**src/rtl/serial_parity_tx.sv**
```systemverilog
`default_nettype none
// ============================================================================
//  Module   : serial_parity_tx
//  Function : Moore serial frame transmitter (start, LSB-first data, parity,
//             stop). Define TX_STOP2_EN for a frame with two stop bits.
//  Revision : 1.0  initial release
// ============================================================================
module serial_parity_tx #(
   parameter int DATA_W     = 8,
   parameter bit ODD_PARITY = 1'b0
) (
   input  logic              clk,
   input  logic              reset,
   input  logic              start,
   input  logic [DATA_W-1:0] data_in,
   output logic              x_out,
   output logic              busy,
   output logic              done
);

   localparam int              CNT_W    = (DATA_W > 1) ? $clog2(DATA_W) : 1;
   localparam logic [CNT_W-1:0] CNT_LAST = CNT_W'(DATA_W - 1);

   typedef enum logic [2:0] {
      S_IDLE   = 3'd0,
      S_START  = 3'd1,
      S_DATA   = 3'd2,
      S_PARITY = 3'd3,
      S_STOP   = 3'd4
`ifdef TX_STOP2_EN
      , S_STOP2 = 3'd5
`endif
   } state_t;

   // The final stop cycle is where done pulses and a new frame may be accepted.
`ifdef TX_STOP2_EN
   localparam state_t S_LAST = S_STOP2;
`else
   localparam state_t S_LAST = S_STOP;
`endif

   state_t              state_q, state_d;
   logic [DATA_W-1:0]   shift_q, shift_d;
   logic [CNT_W-1:0]    cnt_q,   cnt_d;
   logic                par_q,   par_d;
   logic                accept;

   always_ff @(posedge clk or posedge reset) begin
      if (reset) begin
         state_q <= S_IDLE;
         shift_q <= '0;
         cnt_q   <= '0;
         par_q   <= 1'b0;
      end else begin
         state_q <= state_d;
         shift_q <= shift_d;
         cnt_q   <= cnt_d;
         par_q   <= par_d;
      end
   end

   always_comb begin
      state_d = state_q;
      shift_d = shift_q;
      cnt_d   = cnt_q;
      par_d   = par_q;
      accept  = start && ((state_q == S_IDLE) || (state_q == S_LAST));

      case (state_q)
         S_IDLE: begin
            state_d = S_IDLE;
         end
         S_START: begin
            state_d = S_DATA;
            cnt_d   = '0;
         end
         S_DATA: begin
            shift_d = shift_q >> 1;
            if (cnt_q == CNT_LAST) begin
               state_d = S_PARITY;
            end else begin
               cnt_d = cnt_q + 1'b1;
            end
         end
         S_PARITY: begin
            state_d = S_STOP;
         end
`ifdef TX_STOP2_EN
         S_STOP: begin
            state_d = S_STOP2;
         end
         S_STOP2: begin
            state_d = S_IDLE;
         end
`else
         S_STOP: begin
            state_d = S_IDLE;
         end
`endif
         default: begin
            state_d = S_IDLE;
         end
      endcase

      // Accept overrides the normal progression so frames can abut.
      if (accept) begin
         state_d = S_START;
         shift_d = data_in;
         par_d   = (^data_in) ^ ODD_PARITY;
         cnt_d   = '0;
      end
   end

   always_comb begin
      x_out = 1'b1;
      busy  = 1'b0;
      done  = 1'b0;
      case (state_q)
         S_IDLE: begin
            x_out = 1'b1;
            busy  = 1'b0;
         end
         S_START: begin
            x_out = 1'b0;
            busy  = 1'b1;
         end
         S_DATA: begin
            x_out = shift_q[0];
            busy  = 1'b1;
         end
         S_PARITY: begin
            x_out = par_q;
            busy  = 1'b1;
         end
         S_STOP: begin
            x_out = 1'b1;
            busy  = 1'b1;
            done  = (S_LAST == S_STOP);
         end
`ifdef TX_STOP2_EN
         S_STOP2: begin
            x_out = 1'b1;
            busy  = 1'b1;
            done  = 1'b1;
         end
`endif
         default: begin
            x_out = 1'b1;
            busy  = 1'b0;
            done  = 1'b0;
         end
      endcase
   end

endmodule
`default_nettype wire
```
**config.mk**
```make
export PLATFORM = sky130hd
export DESIGN_NAME = serial_parity_tx
export DESIGN_NICKNAME = d
export VERILOG_FILES = /design/src/rtl/serial_parity_tx.sv
export SDC_FILE = /design/constraint.sdc
export NUM_CORES = 1
export LEC_CHECK = 0
export BUFFER_PORTS_ARGS = -buffer_cell sky130_fd_sc_hd__buf_2
export CAP_MARGIN = 20
export CORE_MARGIN = 1.5
export CORE_UTILIZATION = 53
export DETAILED_ROUTE_END_ITERATION = 12
export GPL_TIMING_DRIVEN = 1
export PLACE_DENSITY = 0.76
export RECOVER_POWER = 100
export SYNTH_ARGS = -nofsm -noshare
export SYNTH_HDL_FRONTEND = slang
export SYNTH_SLANG_ARGS = --single-unit
```
**constraint.sdc**
```tcl
create_clock -name clk -period 1.7 [get_ports clk]
set_clock_uncertainty 0.05 [all_clocks]
set_input_delay 0.17 -clock clk [delete_from_list [all_inputs] [get_ports clk]]
set_output_delay 0.17 -clock clk [all_outputs]
set_load 0.005 [all_outputs]
```
Word level (Yosys, flattened, before mapping)
Index checks and enable logic that the tools add are counted.
Word-level totals
  RAM bits: 0
  memories kept: 0
  bits in latches: 0
  ROM bits: 0
  register bits after elaboration: 15
Cells by class
  div/mod/pow operators: 0
  mux-type cells: 11
  magnitude comparators: 0
  reductions and logical operators: 8
  equality and inequality tests: 7
  bitwise logic cells: 0
  shift-type cells: 0
  add/subtract/negate cells: 1
  $mul: 0
Operators by type and width (count)
  $mux 8: 2
  $mux 3: 4
  $pmux 3 s3: 1
  $reduce_xor 8->1: 1
  $eq 3x2->1 const B: 2
  $eq 3x3->1 const B: 2
  $ne 3x3->1 const B: 2
  $pmux 3 s2: 1
  $reduce_or 4->1: 1
  $add 3x1->3 const B: 1
  $eq 3x1->1 const B: 1
  $logic_not 3->1: 1
  $pmux 1 s3: 1
  $reduce_bool 3->1: 1
  $mux 1: 2
  $reduce_and 2->1: 1
  $reduce_bool 2->1: 1
  $logic_and 1x1->1: 1
  $logic_or 1x1->1: 1

Depth between registers and ports, before layout
Gate-level depths: netlist of run 1.
  depth after elaboration: 5
  gate-level depth with buffers: 6
  gate-level depth less buffers: 5

Worst setup path before layout of run 1
No wires, ideal clock.
  path type: register to register
  from: reg cnt_q[0]
  to: reg cnt_q[1]
  clock period less this slack: 1.467 ns
  arrival: 1.295 ns
  cell stages (with the launch flop): 5
  slack: 0.233 ns
  path buffers: 0
  cell sequence: dfrtp_1 ha_1 ha_1 a211o_1 a32o_1
On the way
  cells in the longest elaborated chain, start to end: 4
Ends and longest elaborated chain
  from (decl): line 44  | logic [CNT_W-1:0] cnt_q, cnt_d;
  from (signal assigned): line 57  | cnt_q <= cnt_d;
  $add 3x1->3: line 82  | cnt_d = cnt_q + 1'b1;
  $mux 3: line 79  | if (cnt_q == CNT_LAST) begin
  $pmux 3 s2: line 69  | case (state_q)
  $mux 3: line 106  | if (accept) begin
Several ways; a longest one is shown, not always the timed one. The select of a mux whose other input is x is not followed.
A chain may end at the register's enable or synchronous reset.

Worst setup path in the final report of run 1
  from: reg state_q[0]
  to: out x_out
On the way
  cells in the longest elaborated chain, start to end: 2
Ends and longest elaborated chain
  from (decl): line 42  | state_t state_q, state_d;
  from (signal assigned): line 55  | state_q <= state_d;
  $eq 3x2->1 / $eq 3x1->1 (equally long branches): line 118  | case (state_q)
  $pmux 1 s3 (*): line 118
  to (decl): line 16  | output logic x_out,
Every way passes the cells marked *; elsewhere a longest branch is shown, timed or not.

==> impl_metrics.csv, run 1 <==
group,metric,value,unit
status,status,"completed",
worst_setup_path,required,1480,ps
yosys,synth_area_per_cell,9.949,sq um
clock_network,clockBufferDepth,2,
global_route,antenna_found_initial,0,
finish,nets,118,
placement,place_hpwl,1.137,mm
timing,setup_viol,0,
yosys,yosysWarnings,0,
clock_network,clock-sinks,15,
finish,mostFrequentLayoutCells,"nand2_1, dfrtp_1, buf_2, xnor2_1, a22oi_1",
placement,place_congestion,0.7144,
placement,port_buffers,13,
floorplanning,die-area,1804,sq um
yosys,synthesis.nets,96,
worst_setup_path,crit_path_start,"state_q[0]",
routing,wl_per_cell,13.77,um
clock_network,cts_tree,"built",
clock_network,clk_pin_slew,90,ps
timing,tightest_slew,592.6,ps
routing,vias,642,
routing,drt_iter0_drc,7,
hold_path,hold_path.startpoint,"data_in[6]",
floorplanning,core,1489,sq um
routing,drcViolationCount,0,
finish,final_common_cell,"nand2_1",
timing,rsz0062_at_grt,"false",
timing,tns,0,ps
worst_setup_path,critPathArrivalTime,1420,ps
timing,period_minus_slack,1637,ps
floorplanning,die_x,42.47,um
timing,min_period_over_period,0.9628,
routing,wirelength,1.652,mm
timing,setup_slack,63.22,ps
finish,finish.utilization,0.6370,
pwr,p_per_area,1669,nW/um^2
clock_network,clk-insertion-delay-late,290,ps
yosys,synth_cell_types,26,
worst_setup_path,reg2reg_slack,130,ps
routing,firstDrtPassIters,4,
global_route,grt_pass1_vias,613,
worst_setup_path,worstPathMaxFanout,5,
timing,max_freq,611.0,MHz
global_route,overflow,0,
finish,drive_gt1_frac,0.2404,
yosys,synth-seq-area-share,0.4545,
yosys,syn_area,825.8,sq um
routing,antenna_left,0,
floorplanning,start_util,0.5546,
finish,fillers,124,
floorplanning,top_level_ports,14,
timing,finalHoldViolCount,0,
routing,via_per_inst,5.350,
clock_network,root_buffer,"clkbuf_4",
run,maxCapViolCount,0,
worst_setup_path,worstSetupPathType,"reg2out",
global_route,grt_usage,0.2165,
floorplanning,num_rows,14,
finish,final_cells,120,
placement,dpl.cell_count,112,
floorplanning,dieHeight,42.47,um
finish,syn_to_final_growth,14.85,%
pwr,p_leak,0.4671,nW
finish,n_antenna_cell,0,
hold_path,hold_path.class,"in2reg",
clock_network,cts_buffers,3,
placement,pre_cts_slack,104.6,ps
worst_setup_path,timing.rr.start,"state_q[0]",
yosys,ys_ff_latch,15,
pwr,ir_drop,0.8642,mV
clock_network,htreeDepth,1,
global_route,grt_pass1_wl,2.766,mm
timing,drv_slew,0,
worst_setup_path,cp-end-kind,"primary output",
worst_setup_path,crit_path_start_kind,"flip-flop",
yosys,synth_cells,83,
timing,slew_headroom,0.6045,
global_route,grt_max_degree,16,
## final timing paths
check / cells after the start / end
worst max-delay path: 5 / x_out
worst min-delay path: 3 / shift_q[6]
worst max register to register: 6 / shift_q[2]
worst min register to register: 2 / shift_q[4]
max in group asynchronous: 3 / state_q[0]
min in group asynchronous: 3 / shift_q[1]
## power breakdown
group          switching, mW  internal [mW]  total (mW)  leakage, nW
clock network          0.121         0.0914       0.213       0.0150
registers             0.0865          0.517       0.603        0.190
logic                  0.399          0.368       0.767        0.262
## cells by family (layout without fill, tap and decap cells)
logic type,count (synthesis),in the layout,synth area share
simple gates,33,33,0.2076
flops,15,15,0.4545
buf+inv,6,27,0.05303
fa+ha+maj,2,2,0.03030
compound gates,16,16,0.1349
xor+xnor,9,9,0.09546
mux,2,2,0.02424
## stage by stage
step | power [mW] | hold WS [ps] | cell area, sq um
floorplan | 1.205 | 21.48 | 825.8
finish | 1.583 | 64.43 | 948.4
global placement | 1.344 | 199.7 | 908.4
global route | 1.724 | 72.90 | 948.4
CTS | 1.609 | 63.63 | 945.9
detailed placement | 1.391 | 206.8 | 908.4
## metal layers
layer / vias to the layer above / GRT usage / part of all wire
li1: 321 / - / -
met1: 302 / 0.2633 / 0.46
met2: 14 / 0.3477 / 0.48
met3: 5 / 0.03879 / 0.036
met4: 0 / 0.1438 / 0.026
met5: - / 0 / 0
## critical path, cell delays in order, from the launching register on
cell and delay, ps:
dfrtp_2 430, buf_4 160, nor2_1 80, a22oi_1 70, or2_2 270, buf_2 120
## synth_stat cells, drive strengths merged
library cell / instances / area share
nand2: 20 / 0.091
dfrtp: 15 / 0.45
xnor2: 9 / 0.095
a22oi: 7 / 0.064
buf: 5 / 0.048
nor2: 5 / 0.026
o21ai: 3 / 0.018
a21oi: 2 / 0.012
ha: 2 / 0.030
mux2i: 2 / 0.024
nor2b: 2 / 0.015
nor3b: 2 / 0.038
a211o: 1 / 0.011
a32o: 1 / 0.012
and2: 1 / 0.0076
and3b: 1 / 0.011
inv: 1 / 0.0045
nor4bb: 1 / 0.012
o21a: 1 / 0.0091
o21bai: 1 / 0.0091
or2: 1 / 0.0076
## registers in the layout, summed over array words and instances, names as in the netlist
signal,cells
state_q,3
par_q,1
shift_q,8
cnt_q,3
## final cells by class
cell class                 instances  area (sq um)  area share
tap                               16         20.02     0.02111
timing repair buffer              22         127.6      0.1346
multi-input combinational         62         394.1      0.4156
inverter                           1         3.754    0.003958
sequential                        15         376.6      0.3971
clock buffer                       4         26.28     0.02770
## timing repair
action / 4_1_cts / 5_1_grt
endpoints found under the setup margin: 1 / 2
endpoints found under the hold margin: 15 / 0
hold buffers: 1 / 0
gates resized for setup: 1 / 1
buffers inserted: 0 / 3
Power figures use the tool's default switching activity.
==> run 2, diff against run 1 <==
--- a/config.mk
+++ b/config.mk
@@ -7,12 +7,15 @@
 export LEC_CHECK = 0
 export BUFFER_PORTS_ARGS = -buffer_cell sky130_fd_sc_hd__buf_2
 export CAP_MARGIN = 20
+export CELL_PAD_IN_SITES_DETAIL_PLACEMENT = 1
+export CELL_PAD_IN_SITES_GLOBAL_PLACEMENT = 1
 export CORE_MARGIN = 1.5
-export CORE_UTILIZATION = 53
+export CORE_UTILIZATION = 41
 export DETAILED_ROUTE_END_ITERATION = 12
 export GPL_TIMING_DRIVEN = 1
-export PLACE_DENSITY = 0.76
+export PLACE_DENSITY_LB_ADDON = 0.1
 export RECOVER_POWER = 100
+export SLEW_MARGIN = 15
 export SYNTH_ARGS = -nofsm -noshare
 export SYNTH_HDL_FRONTEND = slang
 export SYNTH_SLANG_ARGS = --single-unit
==> impl_metrics.csv, run 2 (synthesized netlist as in run 1, its figures left out) <==
group,metric,value,unit
status,status,"completed",
timing,finalHoldViolCount,0,
hold_path,hold_path.class,"in2reg",
clock_network,clockBufferDepth,2,
finish,n_antenna_cell,0,
finish,nets,114,
floorplanning,die-area,2292,sq um
routing,antenna_left,0,
finish,regMostFlops,"shift_q",
routing,dr_wl_met2,803,um
finish,fillers,242,
worst_setup_path,required,1830,ps
finish,syn_to_final_growth,13.79,%
global_route,grt_max_degree,16,
routing,wl_met1,808,um
floorplanning,die_x,47.88,um
routing,drt_iter0_drc,7,
routing,wl_per_cell,13.19,um
clock_network,cts_buffers,3,
placement,port_buffers,13,
finish,mostFrequentLayoutCells,"nand2_1, dfrtp_1, buf_2, xnor2_1, a22oi_1",
pwr,p_leak,0.4468,nW
routing,vias,635,
timing,max_freq,644.0,MHz
floorplanning,dieHeight,47.88,um
timing,tightest_slew,594.8,ps
placement,place_congestion,0.6815,
clock_network,cts_tree,"built",
global_route,antenna_found_initial,0,
worst_setup_path,cp-end-kind,"flip-flop",
floorplanning,core,1922,sq um
routing,drcViolationCount,0,
pwr,ir_drop,0.6528,mV
timing,slew_headroom,0.6030,
floorplanning,top_level_ports,14,
routing,routed-wl-met3,49,um
routing,firstDrtPassIters,4,
worst_setup_path,worstSetupPathType,"reg2reg",
finish,drive_gt1_frac,0.2000,
run,maxCapViolCount,0,
timing,rsz0062_at_grt,"false",
global_route,overflow,0,
timing,period_minus_slack,1553,ps
finish,finish.utilization,0.4889,
clock_network,htreeDepth,1,
timing,min_period_over_period,0.9135,
clock_network,clk_pin_slew,90,ps
routing,wirelength,1.675,mm
placement,place_hpwl,1.259,mm
timing,setup_viol,0,
global_route,grt_pass1_vias,615,
finish,largest_register_ffs,8,
worst_setup_path,critPathArrivalTime,1680,ps
worst_setup_path,worstPathMaxFanout,5,
clock_network,clock-sinks,15,
worst_setup_path,crit_path_start_kind,"flip-flop",
pwr,p_per_area,1636,nW/um^2
global_route,grt_usage,0.1773,
floorplanning,num_rows,16,
finish,reg_top3,"shift_q: 8 flops, cnt_q: 3 flops, state_q: 3 flops",
floorplanning,start_util,0.4297,
finish,final_common_cell,"nand2_1",
timing,tns,0,ps
clock_network,clk-insertion-delay-late,280,ps
global_route,grt_pass1_wl,2.732,mm
routing,highest_layer,"met4",
routing,via_per_inst,5.000,
clock_network,root_buffer,"clkbuf_4",
timing,drv_slew,0,
run 2: changes by cell type in the layout (fill, tap and decap cells not counted), sizes merged:
| cell | before | now |
|---|---|---|
| buf | 17 | 13 |
run 2: path summary, 6_finish.rpt:
check,cells after the start,slack [ps],start,to
worst max-delay path,4,150,cnt_q[0],cnt_q[1]
worst min-delay path,3,70,data_in[6],shift_q[6]
worst max register to register,4,150,cnt_q[0],cnt_q[1]
worst min register to register,2,440,shift_q[5],shift_q[5]
max in group asynchronous,3,730,reset,state_q[0]
min in group asynchronous,3,450,reset,shift_q[1]
run 2: layout make-up:
type / count / area (sq um) / share of cell area
sequential: 15 / 376.6 / 0.4008
timing repair buffer: 18 / 95.09 / 0.1012
inverter: 1 / 3.754 / 0.003995
clock buffer: 4 / 26.28 / 0.02796
multi-input combinational: 62 / 404.1 / 0.4301
tap: 27 / 33.78 / 0.03595
run 2: worst max-delay path: stages (launching register included):
cell and delay (ps):
dfrtp_1 410, ha_1 210, ha_1 230, a211o_1 300, a32o_1 260
run 2: stage by stage:
stage / instance area [sq um] / worst slack [ps] / std cells / hold WS, ps / total power [mW]
6_report: 939.7 / 147.1 / 127 / 70.18 / 1.537
4_1_cts: 950.9 / 63.03 / 127 / 63.53 / 1.605
3_3_place_gp: 914.6 / 203.8 / 122 / 218.2 / 1.356
3_5_place_dp: 914.6 / 157.6 / 122 / 216.7 / 1.390
2_1_floorplan: 825.8 / 233.5 / 83 / 21.48 / 1.205
5_1_grt: 939.7 / 56.95 / 127 / 82.70 / 1.701
run 2: where the power goes:
part	total [mW]	internal, mW	leakage (nW)	switching [mW]
clock network	0.205	0.0910	0.0150	0.114
registers	0.641	0.517	0.190	0.124
logic	0.692	0.327	0.242	0.365
total	1.54	0.934	0.447	0.603
run 2: timing repair:
item / in CTS / in global routing
buffers inserted: 0 / 0
hold buffers: 1 / 0
endpoints found under the hold margin: 15 / 0
resized for setup: 0 / 1
endpoints found under the setup margin: 0 / 1
run 2: metal layers:
| metal | track usage | vias to the layer above |
|---|---|---|
| met5 | 0 | - |
| met4 | 0.09730 | 0 |
| met3 | 0.03396 | 2 |
| met2 | 0.2747 | 9 |
| met1 | 0.2306 | 308 |
| li1 | - | 316 |
==> run 3, diff against run 2 <==
--- a/config.mk
+++ b/config.mk
@@ -5,12 +5,13 @@
 export SDC_FILE = /design/constraint.sdc
 export NUM_CORES = 1
 export LEC_CHECK = 0
+export ABC_AREA = 1
 export BUFFER_PORTS_ARGS = -buffer_cell sky130_fd_sc_hd__buf_2
 export CAP_MARGIN = 20
 export CELL_PAD_IN_SITES_DETAIL_PLACEMENT = 1
 export CELL_PAD_IN_SITES_GLOBAL_PLACEMENT = 1
 export CORE_MARGIN = 1.5
-export CORE_UTILIZATION = 41
+export CORE_UTILIZATION = 35
 export DETAILED_ROUTE_END_ITERATION = 12
 export GPL_TIMING_DRIVEN = 1
 export PLACE_DENSITY_LB_ADDON = 0.1
==> constraint.sdc (replaced) <==
create_clock -name clk -period 1.4 [get_ports clk]
set_clock_uncertainty 0.05 [all_clocks]
set_input_delay 0.14 -clock clk [delete_from_list [all_inputs] [get_ports clk]]
set_output_delay 0.14 -clock clk [all_outputs]
set_load 0.005 [all_outputs]
==> impl_metrics.csv, run 3 <==
group,metric,value,unit
status,status,"complete, but fails checks",
status,failed_checks,"negative setup slack",
yosys,synth-edff-count,0,
clock_network,clockBufferDepth,2,
yosys,synthesis.nets,131,
finish,nets,160,
hold_path,hold_path.startpoint,"data_in[6]",
clock_network,htreeDepth,1,
yosys,synth_ff_type,"dfrtp_1",
hold_path,hold_path.class,"in2reg",
yosys,synth_cells,118,
floorplanning,start_util,0.3788,
global_route,grt_usage,0.1885,
timing,period_minus_slack,1521,ps
finish,regMostFlops,"shift_q",
worst_setup_path,cp-end-kind,"flip-flop",
routing,antenna_left,0,
routing,wl_per_cell,15.10,um
placement,dpl.cell_count,160,
floorplanning,die_x,52.63,um
timing,tns,-407.0,ps
yosys,synth_area_per_cell,7.306,sq um
timing,min_period_over_period,1.087,
finish,drive_gt1_frac,0.3425,
clock_network,clk-insertion-delay-late,310,ps
yosys,synth_cell_types,21,
worst_setup_path,required,1590,ps
finish,multiInputGateArea,469.2,sq um
yosys,synth_top_area_cell,"dfrtp_1",
yosys,synth.area.top_cells,"dfrtp_1, nand2_1, inv_1",
global_route,antenna_found_initial,0,
pwr,p_total,2.606,mW
timing,drv_slew,0,
pwr,ir_drop,1.143,mV
routing,vias,861,
clock_network,root_buffer,"clkbuf_4",
timing,setup_slack,-121.2,ps
yosys,synth-seq-area-share,0.4354,
worst_setup_path,timing.rr.start,"state_q[1]",
timing,whs,74.19,ps
finish,n_antenna_cell,0,
finish,mostFrequentLayoutCells,"nand2_1, inv_1, dfrtp_1, buf_2",
finish,ff_latch_area,379.1,sq um
global_route,grt_max_degree,16,
global_route,gr-usage-met1,0.2411,
floorplanning,top_level_ports,14,
floorplanning,dieHeight,52.63,um
placement,placed_area,965.9,sq um
worst_setup_path,worstSetupPathType,"reg2reg",
finish,reg_top3,"shift_q: 8 flops, cnt_q: 3 flops, state_q: 3 flops",
yosys,synthTopCellsByCount,"nand2_1, inv_1, dfrtp_1",
placement,place_congestion,0.7724,
clock_network,clock-sinks,15,
global_route,met2_usage,0.2979,
placement,place_hpwl,1.558,mm
routing,drt_iter0_drc,8,
global_route,top_usage_layer,"met2",
yosys,ys_ff_latch,15,
yosys,syn_area,862.1,sq um
timing,tightest_slew,597.1,ps
timing,setup_viol,8,
yosys,async_flop_share,1.000,
worst_setup_path,critPathArrivalTime,1710,ps
timing,rsz0062_at_grt,"true",
run,maxCapViolCount,0,
routing,drcViolationCount,0,
worst_setup_path,worstPathMaxFanout,7,
timing,max_freq,657.4,MHz
global_route,met3_usage,0.05143,
clock_network,cts_tree,"built",
timing,slew_headroom,0.6015,
routing,wirelength,2.627,mm
finish,syn_to_final_growth,38.17,%
finish,final_cells,174,
yosys,synth.top_cell.area_share,0.4354,
global_route,overflow,0,
timing,finalHoldViolCount,0,
finish,fillers,294,
finish,finish.utilization,0.5234,
clock_network,clk_pin_slew,100,ps
worst_setup_path,crit_path_start_kind,"flip-flop",
clock_network,cts_buffers,3,
floorplanning,die-area,2770,sq um
floorplanning,num_rows,17,
pwr,p_per_area,2188,nW/um^2
yosys,yosysWarnings,0,
yosys,post-synth-top-count-cell,"nand2_1",
routing,firstDrtPassIters,4,
global_route,grt_pass1_wl,3.712,mm
placement,pre_cts_slack,-9.838,ps
finish,largest_register_ffs,8,
global_route,grt_pass1_vias,822,
pwr,p_leak,0.6506,nW
finish,final_common_cell,"nand2_1",
routing,via_per_inst,4.948,
finish,design_area,1191,sq um
floorplanning,core,2276,sq um
placement,port_buffers,13,
worst_setup_path,crit_path_start,"state_q[1]",
## run 3: per-layer routing
metal  wire length, um  up-vias
met5                 0        -
li1                  -      426
met1              1171      406
met4                66        0
met2              1298       22
met3                90        7
## run 3: area by class of cell
| type | count | area share |
|---|---|---|
| multi-input cells | 77 | 0.3939 |
| flip-flops and latches | 15 | 0.3183 |
| repair buffers | 25 | 0.1502 |
| inverters | 25 | 0.08508 |
| well taps | 28 | 0.02941 |
| clock buffers | 3 | 0.01891 |
| clock inverters | 1 | 0.004202 |
## run 3: final timing paths
kind	endpoint	slack [ps]	cells past startpoint
max	shift_q[6]	-120	8
min	shift_q[6]	70	3
max reg2reg	shift_q[6]	-120	8
min reg2reg	cnt_q[0]	470	1
max in group asynchronous	state_q[0]	490	3
min in group asynchronous	shift_q[5]	390	3
## run 3: repair_timing
item,CTS,global route
gates resized for setup,5,28
endpoints found under the setup margin,6,13
pin swaps,3,4
setup buffers,3,6
endpoints found under the hold margin,15,0
hold buffers,1,0
## run 3: logic make-up (layout without fill, tap and decap cells)
kind of cell | after synthesis | count (layout) | share of synthesized area
xor+xnor | 1 | 1 | 0.01016
simple gates | 60 | 60 | 0.2932
compound gates | 14 | 14 | 0.1103
fa+ha+maj | 2 | 2 | 0.02902
flops | 15 | 15 | 0.4354
buf+inv | 26 | 54 | 0.1219
## run 3: power breakdown
group | total [mW] | switching (mW) | internal (mW)
clock | 0.275 | 0.168 | 0.107
combinational | 1.53 | 0.823 | 0.709
sequential | 0.798 | 0.161 | 0.637
total | 2.61 | 1.15 | 1.45
## run 3: worst max-delay path: stages (launching register included)
cell and delay (ps):
dfrtp_2 450, nor2_4 170, buf_4 140, buf_6 110, nand2_8 80, buf_6 140, o21ai_0 100, o21ai_1 120
o21ai_1 100
